## config.mk

```make
export PLATFORM = sky130hd
export DESIGN_NAME = axis_pha_acq_controller
export DESIGN_NICKNAME = d
export VERILOG_FILES = /design/src/rtl/axis_pha_acq_controller.sv
export SDC_FILE = /design/constraint.sdc
export NUM_CORES = 1
export LEC_CHECK = 0
export BUFFER_PORTS_ARGS = -buffer_cell sky130_fd_sc_hd__buf_4
export CAP_MARGIN = 20
export CORE_AREA = 5 5 160 162
export DETAILED_ROUTE_END_ITERATION = 8
export DIE_AREA = 0 0 165 167
export PLACE_DENSITY_LB_ADDON = 0.2
export SLEW_MARGIN = 20
export SYNTH_ARGS = -nofsm -noshare
export SYNTH_HDL_FRONTEND = slang
export SYNTH_SLANG_ARGS = --single-unit
export TNS_END_PERCENT = 10
```

## constraint.sdc

```tcl
create_clock -name aclk -period 4 [get_ports aclk]
set_input_delay 0.4 -clock aclk [delete_from_list [all_inputs] [get_ports aclk]]
set_output_delay 0.4 -clock aclk [all_outputs]
set_load 0.1 [all_outputs]
```

## src/rtl/axis_pha_acq_controller.sv

```systemverilog
// Acquisition sequencer for the pulse height analyzer: gates the sample
// and event streams, counts live time and events, stops on limits.
module axis_pha_acq_controller #(
  parameter int AXIS_TDATA_WIDTH = 16,
  parameter int TIME_WIDTH       = 64,
  parameter int CNTR_WIDTH       = 32
) (
  input  logic                        aclk,
  input  logic                        aresetn,
  input  logic                        ctrl_start,
  input  logic                        ctrl_stop,
  input  logic                        ctrl_clear,
  input  logic [TIME_WIDTH-1:0]       cfg_time_limit,
  input  logic [CNTR_WIDTH-1:0]       cfg_event_limit,
  output logic [1:0]                  sts_state,
  output logic [TIME_WIDTH-1:0]       sts_live_time,
  output logic [CNTR_WIDTH-1:0]       sts_events,
  output logic                        pha_aresetn,
  output logic                        s_axis_tready,
  input  logic [AXIS_TDATA_WIDTH-1:0] s_axis_tdata,
  input  logic                        s_axis_tvalid,
  input  logic                        m_axis_tready,
  output logic [AXIS_TDATA_WIDTH-1:0] m_axis_tdata,
  output logic                        m_axis_tvalid,
  output logic                        s_evt_tready,
  input  logic [AXIS_TDATA_WIDTH-1:0] s_evt_tdata,
  input  logic                        s_evt_tvalid,
  input  logic                        m_evt_tready,
  output logic [AXIS_TDATA_WIDTH-1:0] m_evt_tdata,
  output logic                        m_evt_tvalid
);

  typedef enum logic [1:0] {
    S_IDLE = 2'd0,
    S_RUN  = 2'd1,
    S_DONE = 2'd2
  } state_t;

  state_t                  state_q, state_d;
  logic [TIME_WIDTH-1:0]   live_q, live_d, live_inc;
  logic [CNTR_WIDTH-1:0]   evt_q, evt_d, evt_inc;
  logic                    pha_q, pha_d;
  logic                    run;
  logic                    s_fire, e_fire;
  logic                    time_hit, evt_hit;

  assign run = (state_q == S_RUN);

  // Sample gate: pass-through in RUN, drain (drop) otherwise
  assign m_axis_tdata  = s_axis_tdata;
  assign m_axis_tvalid = run & s_axis_tvalid;
  assign s_axis_tready = run ? m_axis_tready : 1'b1;

  // Event gate: same rules, late analyzer events are dropped
  assign m_evt_tdata   = s_evt_tdata;
  assign m_evt_tvalid  = run & s_evt_tvalid;
  assign s_evt_tready  = run ? m_evt_tready : 1'b1;

  assign s_fire = run & s_axis_tvalid & m_axis_tready;
  assign e_fire = run & s_evt_tvalid & m_evt_tready;

  assign live_inc = (&live_q) ? live_q : live_q + TIME_WIDTH'(1);
  assign evt_inc  = (&evt_q) ? evt_q : evt_q + CNTR_WIDTH'(1);

  // Limits compared live, so a lowered limit ends the run on the next transfer
  assign time_hit = s_fire && (cfg_time_limit != '0)
                  && (live_inc >= cfg_time_limit);
  assign evt_hit  = e_fire && (cfg_event_limit != '0)
                  && (evt_inc >= cfg_event_limit);

  // Next-state logic; clear beats limit beats stop beats start
  always_comb begin
    state_d = state_q;
    if (ctrl_clear) begin
      state_d = S_IDLE;
    end else begin
      unique case (state_q)
        S_IDLE: if (ctrl_start) state_d = S_RUN;
        S_RUN: begin
          if (time_hit || evt_hit) state_d = S_DONE;
          else if (ctrl_stop)      state_d = S_IDLE;
        end
        S_DONE:  state_d = S_DONE;
        default: state_d = S_IDLE;
      endcase
    end
  end

  // Saturating counters of accepted transfers
  always_comb begin
    live_d = live_q;
    evt_d  = evt_q;
    if (ctrl_clear) begin
      live_d = '0;
      evt_d  = '0;
    end else begin
      if (s_fire) live_d = live_inc;
      if (e_fire) evt_d  = evt_inc;
    end
  end

  // Analyzer held in reset whenever the next state is not RUN
  assign pha_d = (state_d == S_RUN);

  // State, counter and analyzer-reset registers
  always_ff @(posedge aclk or negedge aresetn) begin
    if (!aresetn) begin
      state_q <= S_IDLE;
      live_q  <= '0;
      evt_q   <= '0;
      pha_q   <= 1'b0;
    end else begin
      state_q <= state_d;
      live_q  <= live_d;
      evt_q   <= evt_d;
      pha_q   <= pha_d;
    end
  end

  assign sts_state     = state_q;
  assign sts_live_time = live_q;
  assign sts_events    = evt_q;
  assign pha_aresetn   = pha_q;

endmodule
```

==> summary.txt <==
Global route
  • Maximum number of pins on one net before global-route repair: 68
  • Number of global-route vias before repair: 9490
  • Total global routing overflow: 0
  • Global-route wire length before repair: 49400 um
  • Gr usage total: 22.3%
  • Number of antenna violations at the first check in global routing: 0

Finish
  • Post-Route Utilization: 54.4%
  • Area growth, synth to finish: 37.5%
  • Layout fillers: 2319
  • Number of diodes added for antenna fixing: 0
  • Share of layout cells above drive strength 1: 35.0%
  • Final instance area: ~13000 um2
  • Final layout net count: 1748

Placement
  • Count of port buffers added during placement: 207
  • Worst Setup Slack post-DPL: -0.224 ns
  • Hpwl dp: 25700 um
  • Last weighted congestion value of the routability-driven placer: roughly 0.95
  • Area of placed instances: 12500 um2

Power
  • Total power divided by cell area: around 170 nW/um2
  • Reported leakage power: 6.40 nW
  • Worst-case vdd ir drop: about 0.17 mV

STA
  • Total count of max-transition violations in the final report: 0
  • Final setup fails: 3
  • Final period demand of the worst path: 4.13 ns
  • Setup Skew: 0.00429 ns
  • Period utilization: 103%
  • Remaining max-slew budget at the tightest pin: 47.4%
  • Setup repair after global routing missed its margin: yes
  • Max Clock Freq: 0.242 GHz
  • Hold violation count in the final report: 0
  • Worst setup slack after layout: -0.129 ns
  • Worst Tran Pin Value: 0.790 ns

Yosys
  • Main flop type after synthesis: dfrtp_1
  • Share of the synthesized area in the top cell type: 26.1%
  • Per-instance average area after synthesis: 7.98 um2
  • Leading post-synthesis cells by cell area: dfrtp_1, ha_1, xnor2_1
  • Count leader, synth: nor2_1
  • Synth cell types: 54
  • Total of flip-flops plus latches after synthesis: just under 100
  • Post-synth top area cell: dfrtp_1
  • Share of flip-flops with an asynchronous set or reset: 100%
  • Synth Warn #: 0
  • Nets in the synthesized netlist: 1422
  • Seq/Total Area, Yosys: 26.1%
  • Most frequent cells after synthesis: nor2_1, inv_1, dfrtp_1
  • Number of flops mapped to enable cells by yosys: 0
  • Cell area after synthesis: 9480 um2
  • Number of instances in the synthesized netlist: 1187

Clock tree
  • TritonCTS clock tree: built
  • CTS H-tree depth: 3
  • Clock latency of the later-clocked register in the worst-skew pair: approximately 0.36 ns
  • Root cell of the clock tree: clkbuf_16
  • Clock-pin slew reported for the worst setup and hold paths after clock tree synthesis: ~0.07 ns
  • Clk sink count: just under 100
  • Maximum clock insertion buffer count: 2
  • Number of buffers created by CTS: 9

Critical path
  • Arrival time of data at the critical path endpoint: 4.43 ns
  • Type of the worst setup path: flip-flop to flip-flop
  • Maximum fanout along the worst path: 6
  • Launching element type of the critical path: flip-flop
  • Worst-case register-to-register setup slack: -0.13 ns
  • Crit path capture type: flip-flop
  • Critical Path RT: 4.30 ns

Drt
  • Post-DRT Antenna Nets: 0
  • Drc violations: 0
  • Routed len/inst: 17.2 um
  • Number of search-and-repair iterations in the first detailed-routing pass: 5
  • Overall routed net length: 31600 um
  • Vias per cell: between 5 and 6
  • Starting DRC count in detailed routing: 574
  • Detailed-route via count: 9650

Min path
  • Min-delay worst type: input pin to asynchronous set/reset pin

Outcome
  • Violations in the final reports: setup timing
  • Outcome: finished, violations left

Run
  • Total of max-cap violations: 0

Die
  • Die area: 27600 um2
  • Standard-cell row count: 57
  • Floorplan die height: 167 um
  • IO Pins: around 270
  • Core area: 24000 um2
  • Initial standard-cell utilization of the core: between 30% and 40%
  • Die Wd: 165 um
report_power, final:
part	switching [mW]	leakage [nW]	internal [mW]	total [mW]
registers	0.00263	1.24	1.00	1.00
clock network	0.427	0.145	0.503	0.930
logic	0.188	5.01	0.123	0.311
total	0.617	6.40	1.63	2.25
metrics by stage:
step	power [mW]	cells	setup TNS, ns	hold slack (ns)
floorplan	1.31	1187	-0.594	0.104
global placement	1.33	1811	-0.390	0.528
detailed placement	1.33	1811	-0.637	0.541
CTS	2.26	1827	-0.0865	0.152
global route	2.33	1842	-0.782	0.177
finish	2.25	1842	-0.336	0.100
cells in the final DEF, fill, tap and decap left out, drive strengths merged, types with 3 or more instances in the layout:
cell type / instances
buf: 392
nor2: 135
inv: 106
dfrtp: 99
ha: 98
nand2: 97
xnor2: 90
xor2: 83
nand3: 70
nand4: 54
nor4: 54
a21oi: 51
o21ai: 27
nor3: 27
and3: 23
or3: 13
clkbuf: 10
and4: 10
and2: 9
a211oi: 9
nand2b: 7
a21o: 7
o31a: 5
a31oi: 4
o31ai: 4
or4: 3
a221oi: 3
worst paths after layout:
path	from	end	depth (start not counted)
setup / recovery	sts_live_time[58]$_DFFE_PN0P_	sts_state[1]$_DFF_PN0_	18
hold / removal	aresetn	sts_events[13]$_DFFE_PN0P_	1
setup reg to reg	sts_live_time[58]$_DFFE_PN0P_	sts_state[1]$_DFF_PN0_	18
hold reg to reg	sts_live_time[1]$_DFFE_PN0P_	sts_live_time[1]$_DFFE_PN0P_	2
max in group asynchronous	aresetn	sts_live_time[48]$_DFFE_PN0P_	2
min in group aclk	ctrl_stop	pha_aresetn$_DFF_PN0_	3
routing by layer:
metal	GRT usage, %	part of all wire (%)
met5	0	0
met4	7.23	2.3
met3	3.66	6.5
met2	35.5	46
met1	30.9	45
area by class of cell:
| class | count | area (um2) | share of cell area, % |
|---|---|---|---|
| Multi-Input combinational cell | 906 | 6330 | 48.5 |
| Timing Repair Buffer | 392 | 2980 | 22.9 |
| Sequential cell | 99 | 2620 | 20.1 |
| Tap cell | 324 | 405 | 3.11 |
| Inverter | 105 | 394 | 3.02 |
| Clock buffer | 10 | 239 | 1.83 |
| Clock inverter | 6 | 63.8 | 0.490 |
critical path, stage by stage, from the launching register on:
cell	delay (ns)
dfrtp_4	0.40
and4_4	0.25
nand4_4	0.10
or4_4	0.59
o21a_1	0.23
buf_6	0.14
and3_4	0.17
buf_6	0.12
nand2_2	0.06
xnor2_1	0.06
ha_1	0.29
nand4_1	0.18
nor4_4	0.38
buf_4	0.17
buf_4	0.09
o31a_1	0.18
nor4_4	0.07
a211oi_4	0.39
o31a_1	0.18
registers in the layout, summed over array words and instances, names as in the netlist:
name	flops
sts_live_time	64
sts_events	32
sts_state	2
pha_aresetn	1
timing repair:
item                                    CTS  global route
cloned                                    0             0
hold buffers                              0             0
pin swaps                                 2            20
gates resized for setup                   5            25
endpoints found under the setup margin    3             3
buffers inserted                          0            16
cells by family after synthesis:
| family | share of synthesized area [%] |
|---|---|
| AND/OR/NAND/NOR | 27.5 |
| XOR/XNOR | 16.0 |
| AO/OA/AOI/OAI | 8.17 |
| flip-flops | 26.1 |
| buffers and inverters | 8.98 |
| adder cells (fa/ha/maj) | 12.9 |
| multiplexers | 0.238 |
Note: power is estimated with default switching activity, not from simulation.
